File: src/rtl/multi_channel_delay_timer.sv
// NUM_CH independent one-shot delay timers with cancel, retrigger, done pulse and sticky done flag.
// Define DELAY_REMAIN_EN to expose each channel's live counter on the remain port.
module multi_channel_delay_timer #(
   parameter int unsigned NUM_CH = 4,
   parameter int unsigned CNT_W  = 16
) (
   input  logic                    clk,
   input  logic                    reset_n,
   input  logic [NUM_CH-1:0]       start,
   input  logic [NUM_CH-1:0]       cancel,
   input  logic [NUM_CH-1:0]       retrig,
   input  logic [NUM_CH*CNT_W-1:0] delay_val,
   input  logic [NUM_CH-1:0]       clr_done,
   output logic [NUM_CH-1:0]       busy,
   output logic [NUM_CH-1:0]       done_pulse,
   output logic [NUM_CH-1:0]       done_level,
   output logic                    any_done
`ifdef DELAY_REMAIN_EN
   ,
   output logic [NUM_CH*CNT_W-1:0] remain
`endif
);

   typedef enum logic [1:0] {StIdle, StCount, StDone} state_e;

   for (genvar i = 0; i < NUM_CH; i++) begin : g_ch
      state_e           state_q;
      logic [CNT_W-1:0] cnt_q;
      logic [CNT_W-1:0] load_val;
      logic             busy_q;
      logic             pulse_q;
      logic             level_q;

      // A zero delay is treated as one cycle so the counter always terminates at 1.
      assign load_val = (delay_val[i*CNT_W +: CNT_W] == '0) ? CNT_W'(1)
                                                            : delay_val[i*CNT_W +: CNT_W];

      always_ff @(posedge clk or negedge reset_n) begin
         if (!reset_n) begin
            state_q <= StIdle;
            cnt_q   <= '0;
            busy_q  <= 1'b0;
            pulse_q <= 1'b0;
            level_q <= 1'b0;
         end else begin
            pulse_q <= 1'b0;
            unique case (state_q)
               StIdle: begin
                  if (start[i] && !cancel[i]) begin
                     state_q <= StCount;
                     cnt_q   <= load_val;
                     busy_q  <= 1'b1;
                     level_q <= 1'b0;
                  end
               end
               StCount: begin
                  if (cancel[i]) begin
                     state_q <= StIdle;
                     cnt_q   <= '0;
                     busy_q  <= 1'b0;
                  end else if (start[i] && retrig[i]) begin
                     // Reload beats expiry on the same edge.
                     cnt_q <= load_val;
                  end else if (cnt_q == CNT_W'(1)) begin
                     state_q <= StDone;
                     cnt_q   <= '0;
                     busy_q  <= 1'b0;
                     pulse_q <= 1'b1;
                     level_q <= 1'b1;
                  end else begin
                     cnt_q <= cnt_q - CNT_W'(1);
                  end
               end
               StDone: begin
                  if (cancel[i]) begin
                     state_q <= StIdle;
                     level_q <= 1'b0;
                  end else if (start[i]) begin
                     state_q <= StCount;
                     cnt_q   <= load_val;
                     busy_q  <= 1'b1;
                     level_q <= 1'b0;
                  end else if (clr_done[i]) begin
                     state_q <= StIdle;
                     level_q <= 1'b0;
                  end
               end
               default: begin
                  state_q <= StIdle;
                  cnt_q   <= '0;
                  busy_q  <= 1'b0;
                  level_q <= 1'b0;
               end
            endcase
         end
      end

      assign busy[i]       = busy_q;
      assign done_pulse[i] = pulse_q;
      assign done_level[i] = level_q;
`ifdef DELAY_REMAIN_EN
      // Counter is held at zero outside COUNT, so it can be exported directly.
      assign remain[i*CNT_W +: CNT_W] = cnt_q;
`endif
   end

   assign any_done = |done_level;

endmodule

File: config.mk
export PLATFORM = sky130hd
export DESIGN_NAME = multi_channel_delay_timer
export DESIGN_NICKNAME = d
export VERILOG_FILES = /design/src/rtl/multi_channel_delay_timer.sv
export SDC_FILE = /design/constraint.sdc
export NUM_CORES = 1
export LEC_CHECK = 0
export BUFFER_PORTS_ARGS = -buffer_cell sky130_fd_sc_hd__buf_2
export CAP_MARGIN = 25
export CORE_AREA = 5 5 102 104
export CTS_CLUSTER_SIZE = 25
export DETAILED_ROUTE_END_ITERATION = 6
export DIE_AREA = 0 0 107 109
export GPL_ROUTABILITY_DRIVEN = 0
export PLACE_DENSITY_LB_ADDON = 0.1
export SKIP_LAST_GASP = 1
export SYNTH_ARGS = -nofsm -noshare
export SYNTH_HDL_FRONTEND = slang
export SYNTH_SLANG_ARGS = --single-unit
export TNS_END_PERCENT = 50
File: constraint.sdc
create_clock -name clk -period 2.7 [get_ports clk]
set_input_delay 0.135 -clock clk [delete_from_list [all_inputs] [get_ports clk]]
set_output_delay 0.135 -clock clk [all_outputs]
set_load 0.01 [all_outputs]
==> results_dict.tcl <==
set metrics [dict create \
    outcome "complete, no violations" \
    whs_ns 0.0138 \
    p_leak_nw 2.62 \
    r2r-start "g_ch[0].cnt_q[5]" \
    worstHoldStart "delay_val[46]" \
    syn_inst 589 \
    dpl_worst_slack_ns 0.406 \
    n_antenna_cell 0 \
    critPathKind "reg2reg" \
    seq_area_frac_synth_pct 40.3 \
    crit_path_top_delay_cell "or4_1" \
    r2r_slack_ns 0.35 \
    hold_class "in2reg" \
    maxCapViolCount 0 \
    min_to "g_ch[2].cnt_q[14]" \
    dieArea_sq_um 11700 \
    rsz0062_at_grt "no" \
    min_period_ns 2.35 \
    rr_worst_depth 5 \
    synth-main-ff-cell "dfrtp_1" \
    synthToLayoutAreaGrowth_pct 15.4 \
    first_pass_iters 5 \
    dp_hpwl_um 10100 \
    ys_warn_count 0 \
    finalNetCount 772 \
    start_util_pct 55.2 \
    routed_via_density 6.37 \
    crit_buf_inv 0 \
    reg2reg_to "g_ch[0].cnt_q[5]" \
    drt_first_iter_violations 273 \
    layout_setup_ws_ns 0.353 \
    layout-drive-gt1-share_pct 20.1 \
    io_pins 95 \
    cp.required_ns 2.94 \
    io_buffers 94 \
    setup_viol 0 \
    end_kind "flip-flop" \
    syn-num-nets 679 \
    syn_area_sq_um 5220 \
    core-area_sq_um 9460 \
    slew_viol_final 0 \
    max_stage_delay_ns 0.60 \
    n_fill_cell 823 \
    ys_ff_latch 84 \
    cts.clk_slew.worst_paths_ns 0.08 \
    grt_util_all_layers_pct 24.1 \
    crit_path_start_kind "flip-flop" \
    crit_arrival_ns 2.59 \
    htreeDepth 3 \
    slew_headroom_pct 34.5 \
    die_h_um 109 \
    async_flop_share_pct 100 \
    routedWlPerCell_um 17.1 \
    cp_top_family "simple AND/OR/NAND/NOR gates" \
    cp_max_fo 14 \
    vias 5093 \
    fin_area_sq_um 6030 \
    finalHoldViolations 0 \
    clkSinkCount 84 \
    synth.distinct_cells 59 \
    placed_area_sq_um 5790 \
    wl_um 13700 \
    peakVddDrop_v 0.000326 \
    insertion_delay_ns 0.35 \
    power-per-cell-area_nw_per_um2 654 \
    min_path_cells 2 \
    gr-total-overflow 0 \
    drcViolationCount 0 \
    grt_max_degree 45 \
    synth_area_per_cell_sq_um 8.86 \
    multi_input_area_sq_um 2900 \
    crit_chain "or4_1 > nor4b_2 > a21o_1 > a21oi_1 > a221o_1" \
    worstMarginPinSlew_ns 0.979 \
    cts_made_buffers 9 \
    grt_first_pass_wirelength_um 23000 \
    rows 36 \
    antenna_found_initial 0 \
    finalSetupTns_ns 0 \
    period_share_pct 86.9 \
    max_freq_mhz 426 \
    register_area_sq_um 2100 \
    cts_root_buffer "clkbuf_8" \
    fin_skew_ns 0.00871 \
    drtAntennaViolNets 0 \
    cts_resized 0 \
    grt_pass1_vias 4956 \
    synth_edf_count 0 \
    clock_path_buffers 2 \
    cts_tree "yes" \
    die_w_um 107 \
]
## cells in the mapped netlist, types with 3 or more instances
| cell | instances | area share (%) |
|---|---|---|
| dfrtp_1 | 84 | 40 |
| nor2_1 | 46 | 3.3 |
| o21ai_0 | 45 | 4.3 |
| nand2_1 | 44 | 3.2 |
| a22oi_1 | 37 | 5.3 |
| a21oi_1 | 34 | 3.3 |
| nor4_1 | 29 | 3.5 |
| nand3_1 | 27 | 2.6 |
| nand2b_1 | 17 | 2.0 |
| nor3_1 | 16 | 1.5 |
| a221o_1 | 15 | 2.9 |
| inv_1 | 15 | 1.1 |
| clkbuf_1 | 14 | 1.0 |
| or3_1 | 14 | 1.7 |
| buf_4 | 13 | 1.9 |
| xnor2_1 | 12 | 2.0 |
| o31ai_1 | 9 | 1.3 |
| ha_1 | 8 | 1.9 |
| nor2b_1 | 7 | 0.84 |
| xor2_1 | 7 | 1.2 |
| a21o_1 | 6 | 0.86 |
| nand4_1 | 6 | 0.72 |
| or4_1 | 6 | 0.86 |
| a221oi_1 | 4 | 0.67 |
| and2_1 | 4 | 0.48 |
| nand3b_1 | 4 | 0.58 |
| nor3b_1 | 4 | 0.58 |
| o221ai_1 | 4 | 0.67 |
| o22ai_1 | 4 | 0.48 |
| or4_4 | 4 | 0.86 |
| a211o_1 | 3 | 0.50 |
| a31oi_1 | 3 | 0.36 |
| and4_1 | 3 | 0.50 |
| buf_2 | 3 | 0.29 |
| mux2i_1 | 3 | 0.58 |
| o211ai_1 | 3 | 0.43 |
| o41ai_1 | 3 | 0.50 |
## metal layers
layer  wire (um)  vias up  GRT usage, %
met5           0        -             0
met4         228        0          8.58
met3        1050       23          3.73
met1        6050     2407          33.1
met2        6330      227          38.8
li1            -     2436             -
## state kept, by name, indices dropped and copies added, names as in the netlist
name,cells
g_ch.busy_q,4
g_ch.cnt_q,64
g_ch.level_q,4
g_ch.pulse_q,4
g_ch.state_q,8
## logic make-up (layout without fill, tap and decap cells)
group           Yosys count  in the layout  synth area share [%]
mux                       3              3                 0.575
flops                    84             84                  40.3
fa+ha+maj                 8              8                  1.92
buf+inv                  45            142                  4.24
xor+xnor                 19             19                  3.19
simple gates            248            248                  26.2
compound gates          182            182                  23.6
## where the power goes
group | total, mW | switching [mW] | internal, mW
clock | 0.869 | 0.439 | 0.430
sequential | 1.77 | 0.293 | 1.48
combinational | 1.30 | 0.719 | 0.583
total | 3.94 | 1.45 | 2.49
## worst max-delay path by stage
stage,from,endpoint,slack [ns],depth (start not counted)
2_1_floorplan,g_ch[1].cnt_q[10],g_ch[1].cnt_q[15],0.63,5
3_3_place_gp,g_ch[0].cnt_q[5],g_ch[0].cnt_q[9],0.47,5
3_5_place_dp,g_ch[0].cnt_q[2],g_ch[0].cnt_q[5],0.41,5
4_1_cts,g_ch[0].cnt_q[5],g_ch[0].cnt_q[5],0.39,5
5_1_grt,g_ch[3].cnt_q[12],g_ch[3].cnt_q[2],0.23,5
6_report,g_ch[0].cnt_q[5],g_ch[0].cnt_q[5],0.35,5
## cells in the final DEF (no fill, tap or decap), drive strengths merged, types with 4 or more instances in the layout
cell type	n
a21o	6
a21oi	34
a221o	17
a221oi	4
a22oi	37
and2	5
buf	107
clkbuf	14
dfrtp	84
dlygate4sd3	5
ha	8
inv	15
nand2	44
nand2b	17
nand3	27
nand3b	4
nand4	6
nor2	46
nor2b	7
nor3	18
nor3b	4
nor4	29
nor4b	4
o21ai	45
o221ai	4
o22ai	4
o31ai	9
or3	15
or4	11
xnor2	12
xor2	7
## layout make-up
cell class / instances / share of cell area, %
Multi-Input combinational cell: 460 / 48.1
Sequential cell: 84 / 34.9
Timing Repair Buffer: 112 / 10.6
Clock buffer: 14 / 3.03
Tap cell: 114 / 2.37
Inverter: 15 / 0.934
Clock inverter: 1 / 0.0831
## timing repair
| item | 4_1_cts | 5_1_grt |
|---|---|---|
| buffers inserted | 0 | 0 |
| hold endpoints to repair | 44 | 0 |
| hold buffers | 5 | 0 |
## stage by stage
step,cells,util [%],power (mW)
2_1_floorplan,589,-,2.66
3_3_place_gp,779,60.9,3.01
3_5_place_dp,780,61.2,3.07
4_1_cts,800,63.7,3.94
5_1_grt,800,63.7,4.22
6_report,800,63.7,3.94
No activity file was read; power rests on OpenSTA's default activity.
